File: src/rtl/otp_stream_xor.sv
// One-time-pad stream encryptor: each plaintext word is XORed with the next unused pad word, then that pad word is erased.
// Build option OTP_ZERO_CHECK_EN: a pad word that reads back as zero raises sticky pad_err and its word is dropped.
module otp_stream_xor #(
    parameter int WIDTH = 128,
    parameter int DEPTH = 256
) (
    input  logic             clk,
    input  logic             rst_n,
    input  logic             in_valid,
    output logic             in_ready,
    input  logic [WIDTH-1:0] in_data,
    output logic             out_valid,
    input  logic             out_ready,
    output logic [WIDTH-1:0] out_data,
    output logic [31:0]      pad_addr,
    output logic [WIDTH-1:0] pad_wdata,
    output logic             pad_we,
    input  logic [WIDTH-1:0] pad_rdata,
    output logic             exhausted,
    output logic             pad_err
);
    // state | meaning
    // IDLE  | waiting for a plaintext word; ready unless the pad is exhausted
    // FETCH | pad word visible on pad_rdata; ciphertext registered
    // ERASE | zero written to pad[ptr]; pointer advanced or exhausted set
    // OUT   | ciphertext held on out_data until out_ready

    localparam int PW = (DEPTH > 1) ? $clog2(DEPTH) : 1;
    localparam logic [PW-1:0] LAST_IDX = PW'(DEPTH - 1);

    typedef enum logic [1:0] {
        S_IDLE  = 2'd0,
        S_FETCH = 2'd1,
        S_ERASE = 2'd2,
        S_OUT   = 2'd3
    } state_t;

    state_t          state;
    state_t          state_nxt;
    logic [PW-1:0]   ptr;
    logic [WIDTH-1:0] data_reg;
    logic [WIDTH-1:0] out_data_reg;
    logic            exhausted_q;
    logic            pad_err_q;
    logic            drop_q;
    logic            can_accept;

    // in_ready is gated by rst_n so it reads low while reset is held
    assign can_accept = rst_n && !exhausted_q;

    always_ff @(posedge clk or negedge rst_n) begin
        if (!rst_n) begin
            state <= S_IDLE;
        end else begin
            state <= state_nxt;
        end
    end

    always_comb begin
        state_nxt = state;
        in_ready  = 1'b0;
        out_valid = 1'b0;
        pad_we    = 1'b0;
        case (state)
            S_IDLE: begin
                in_ready = can_accept;
                if (in_valid && can_accept) begin
                    state_nxt = S_FETCH;
                end
            end
            S_FETCH: begin
                state_nxt = S_ERASE;
            end
            S_ERASE: begin
                pad_we    = 1'b1;
                state_nxt = drop_q ? S_IDLE : S_OUT;
            end
            S_OUT: begin
                out_valid = 1'b1;
                if (out_ready) begin
                    state_nxt = S_IDLE;
                end
            end
            default: begin
                state_nxt = S_IDLE;
            end
        endcase
    end

    always_ff @(posedge clk or negedge rst_n) begin
        if (!rst_n) begin
            ptr          <= '0;
            data_reg     <= '0;
            out_data_reg <= '0;
            exhausted_q  <= 1'b0;
        end else begin
            case (state)
                S_IDLE: begin
                    if (in_valid && can_accept) begin
                        data_reg <= in_data;
                    end
                end
                S_FETCH: begin
                    out_data_reg <= data_reg ^ pad_rdata;
                end
                S_ERASE: begin
                    // pointer never wraps: the last index is held once used
                    if (ptr == LAST_IDX) begin
                        exhausted_q <= 1'b1;
                    end else begin
                        ptr <= ptr + 1'b1;
                    end
                end
                default: begin
                end
            endcase
        end
    end

`ifdef OTP_ZERO_CHECK_EN
    logic zero_pad;
    assign zero_pad = (pad_rdata == '0);

    always_ff @(posedge clk or negedge rst_n) begin
        if (!rst_n) begin
            pad_err_q <= 1'b0;
            drop_q    <= 1'b0;
        end else if (state == S_FETCH) begin
            drop_q <= zero_pad;
            if (zero_pad) begin
                pad_err_q <= 1'b1;
            end
        end
    end
`else
    assign pad_err_q = 1'b0;
    assign drop_q    = 1'b0;
`endif

    assign out_data  = out_data_reg;
    assign pad_addr  = 32'(ptr);
    assign pad_wdata = '0;
    assign exhausted = exhausted_q;
    assign pad_err   = pad_err_q;

endmodule

File: config.mk
export PLATFORM = sky130hd
export DESIGN_NAME = otp_stream_xor
export DESIGN_NICKNAME = d
export VERILOG_FILES = /design/src/rtl/otp_stream_xor.sv
export SDC_FILE = /design/constraint.sdc
export NUM_CORES = 1
export LEC_CHECK = 0
export BUFFER_PORTS_ARGS = -buffer_cell sky130_fd_sc_hd__buf_4
export CORE_AREA = 2 2 213 215
export CTS_BUF_LIST = sky130_fd_sc_hd__clkbuf_2 sky130_fd_sc_hd__clkbuf_4 sky130_fd_sc_hd__clkbuf_8
export CTS_CLUSTER_DIAMETER = 200
export DETAILED_ROUTE_END_ITERATION = 16
export DIE_AREA = 0 0 215 217
export SLEW_MARGIN = 20
export SYNTH_ARGS = -nofsm -noshare
export SYNTH_HDL_FRONTEND = slang
export SYNTH_SLANG_ARGS = --single-unit
File: constraint.sdc
create_clock -name clk -period 3.9 [get_ports clk]
set_input_delay 0.39 -clock clk [delete_from_list [all_inputs] [get_ports clk]]
set_output_delay 0.39 -clock clk [all_outputs]
set_load 0.1 [all_outputs]
==> summary.txt <==
Run status
  – Status: completed

Placed design
  – GPL Wtd Cong: between 0.7 and 0.8
  – Pre-CTS setup slack: roughly 1400 ps
  – HPWL after DPL: ~22 mm
  – Port bufs: 399

GRT
  – Total gr overflow: 0
  – First-pass GRT wire length: 49.9 mm
  – Gr usage total: 13.5%
  – Antenna violations before repair: 2
  – Largest net degree at the start of global routing: ~140
  – Vias in the first global route: around 9100

Setup path
  – CP required: 4370 ps
  – Top cell family by delay on the critical path: simple AND/OR/NAND/NOR gates
  – Worst path arrival time: 2950 ps
  – CP Buf/Inv Count: 2
  – Slowest CP cell: buf_4
  – CP Capture Type: register
  – CP startpoint kind: register
  – Critical Path Fanout Max: 51
  – CP cell instances: inv_1 -> ha_1 -> and3b_2 -> nand2_8 -> buf_4 -> mux2_2
  – WP depth: 6
  – Kind of critical path: register to register
  – R2R cell count: 6
  – Slowest Stage Delay on Critical Path: about 480 ps

Layout
  – Nets: 1820
  – Final-layout fill cell count: 4315
  – Syn-to-layout area delta: 41.0%
  – Share of cells above drive strength 1: 39.1%

Clock tree
  – Clock slew at reported path FFs: 60 ps
  – Num CTS Buffers: 47
  – Root buffer cell: clkbuf_8
  – CTS tree: built
  – Clk sinks: 267
  – Worst-Skew Late Latency: slightly below 600 ps
  – Setup Fix Bufs, Post-CTS: 0
  – Htree depth: 2
  – Clk buf depth: 3

Die
  – Core Area: 0.0447 sq mm
  – Io pins: 553
  – Overall die height: between 200 and 250 um
  – FP Rows: 78
  – Die ar.: 0.0467 sq mm
  – Starting Density: 28.2%
  – Die X: 215 um

Logic synthesis
  – Syn avg cell area: 12.4 sq um
  – Post-Synthesis Cell Area: about 0.013 sq mm
  – Post-synthesis cell count: 1019
  – Main synth FF type: dfrtp_1
  – Ys async rst share: 100%
  – EDFF count, synth: 0
  – Ys Warns: 0
  – Number of library cell types mapped by synthesis: 34
  – Yosys reg bits: 267
  – Sequential-to-total area share from yosys stat: 53.1%

Job
  – Max_cap viols: 0

Route
  – Vias per Instance: 3.97
  – DRT Pass-1 Iters: 4
  – Final WL: 32.0 mm
  – Via count: 8684
  – Wire length per cell: roughly 15 um
  – Initial DRC count: between 200 and 300
  – Final ANT Viol Nets: 0
  – DRC Markers: 0

Worst hold path
  – Hold crit path type: input port to register
  – Hold path depth: 2

Timing
  – Setup TNS: 0 ps
  – # setup viols final: 0
  – Final setup margin: 1410 ps
  – RSZ-0062 raised after global routing: false
  – Worst slew pin tran: 913 ps
  – Fmax: roughly 0.40 GHz
  – Final slew viol count: 0
  – Final Critical Period: 2490 ps
  – Final hold vios: 0
  – Final clock skew: 16.5 ps
  – Slew HR: 39.1%
  – Tcrit/Tclk final: between 60 and 70%
[layer usage]
layer / global-route usage (%) / wire length (um)
met4: 4.64 / 896
met2: 22.7 / 15400
met1: 15.5 / 12600
met3: 5.55 / 3090
met5: 0 / 13
[placed cells by master (no fill, tap or decap), types with 2 or more instances in the layout]
| cell | n |
|---|---|
| a21oi_1 | 131 |
| buf_12 | 4 |
| buf_4 | 400 |
| clkbuf_4 | 21 |
| clkbuf_8 | 56 |
| clkinv_2 | 3 |
| conb_1 | 153 |
| dfrtp_1 | 267 |
| dlygate4sd3_1 | 125 |
| ha_1 | 4 |
| inv_1 | 2 |
| mux2_2 | 29 |
| mux2_4 | 103 |
| mux2i_1 | 2 |
| nand2_1 | 5 |
| nand3_1 | 2 |
| nand4_1 | 2 |
| nor2_1 | 129 |
| o21ai_0 | 2 |
| xnor2_1 | 130 |
[Yosys cell counts (all sizes together) (2+ instances only)]
cell | n | area [sq um]
buf | 172 | 1420
nand3 | 2 | 10.0
nand2 | 6 | 25.0
o21ai | 2 | 10.0
nand4 | 2 | 12.5
nor2 | 129 | 484
clkbuf | 23 | 86.3
mux2i | 2 | 20.0
a21oi | 131 | 656
ha | 5 | 62.6
xnor2 | 130 | 1140
dfrtp | 267 | 6680
mux2 | 132 | 1870
inv | 2 | 7.51
[final timing paths]
kind                                        from                         to  slack [ps]
max                         state[0]$_DFFE_PN0P_  data_reg[117]$_DFFE_PN0P_        1410
min                                   in_data[6]    data_reg[6]$_DFFE_PN0P_          60
max reg2reg                 state[0]$_DFFE_PN0P_  data_reg[117]$_DFFE_PN0P_        1410
min reg2reg                exhausted$_DFFE_PN0P_      exhausted$_DFFE_PN0P_         520
max in group asynchronous                  rst_n   out_data[50]$_DFFE_PN0N_        2300
min in group asynchronous                  rst_n       state[0]$_DFFE_PN0P_         340
[area by class of cell]
type | instances | area, sq um | area share (%)
flip-flops and latches | 267 | 6680 | 37.6
multi-input cells | 707 | 4990 | 28.1
repair buffers | 530 | 4350 | 24.5
clock buffers | 77 | 928 | 5.23
well taps | 600 | 751 | 4.23
clock inverters | 4 | 45.0 | 0.254
inverters | 2 | 7.51 | 0.0423
diodes | 1 | 2.50 | 0.0141
[stage by stage]
stage	utilization, %	hold slack, ps	instance area [sq um]	std cells
floorplan	-	94.4	13200	1171
global placement	34.7	370	15500	1981
detailed placement	34.7	372	15500	1981
global route	39.7	18.7	17800	2187
CTS	39.7	11.7	17800	2187
finish	39.7	60.1	17800	2188
[kinds of logic after synthesis]
kind of cell	share of synthesized area (%)
buffers and inverters	12.0
other	0.0298
DFF	53.1
xor gates and xnor gates	9.04
AOI/OAI and AO/OA	5.60
muxes	15.0
adders and majority gates	0.497
and+or+nand+nor	4.68
[timing repair]
action,4_1_cts,5_1_grt
endpoints found under the hold margin,185,0
resized for setup,0,0
hold buffers,125,0
[worst reg2reg max path, stage by stage, from the launching register on]
cell and delay (ps):
dfrtp_1 430, inv_1 90, ha_1 230, and3b_2 270
nand2_8 410, buf_4 530, mux2_2 400
Power is not shown: default switching activity piles up to over one toggle a cycle in this logic, so the estimate is an artifact.
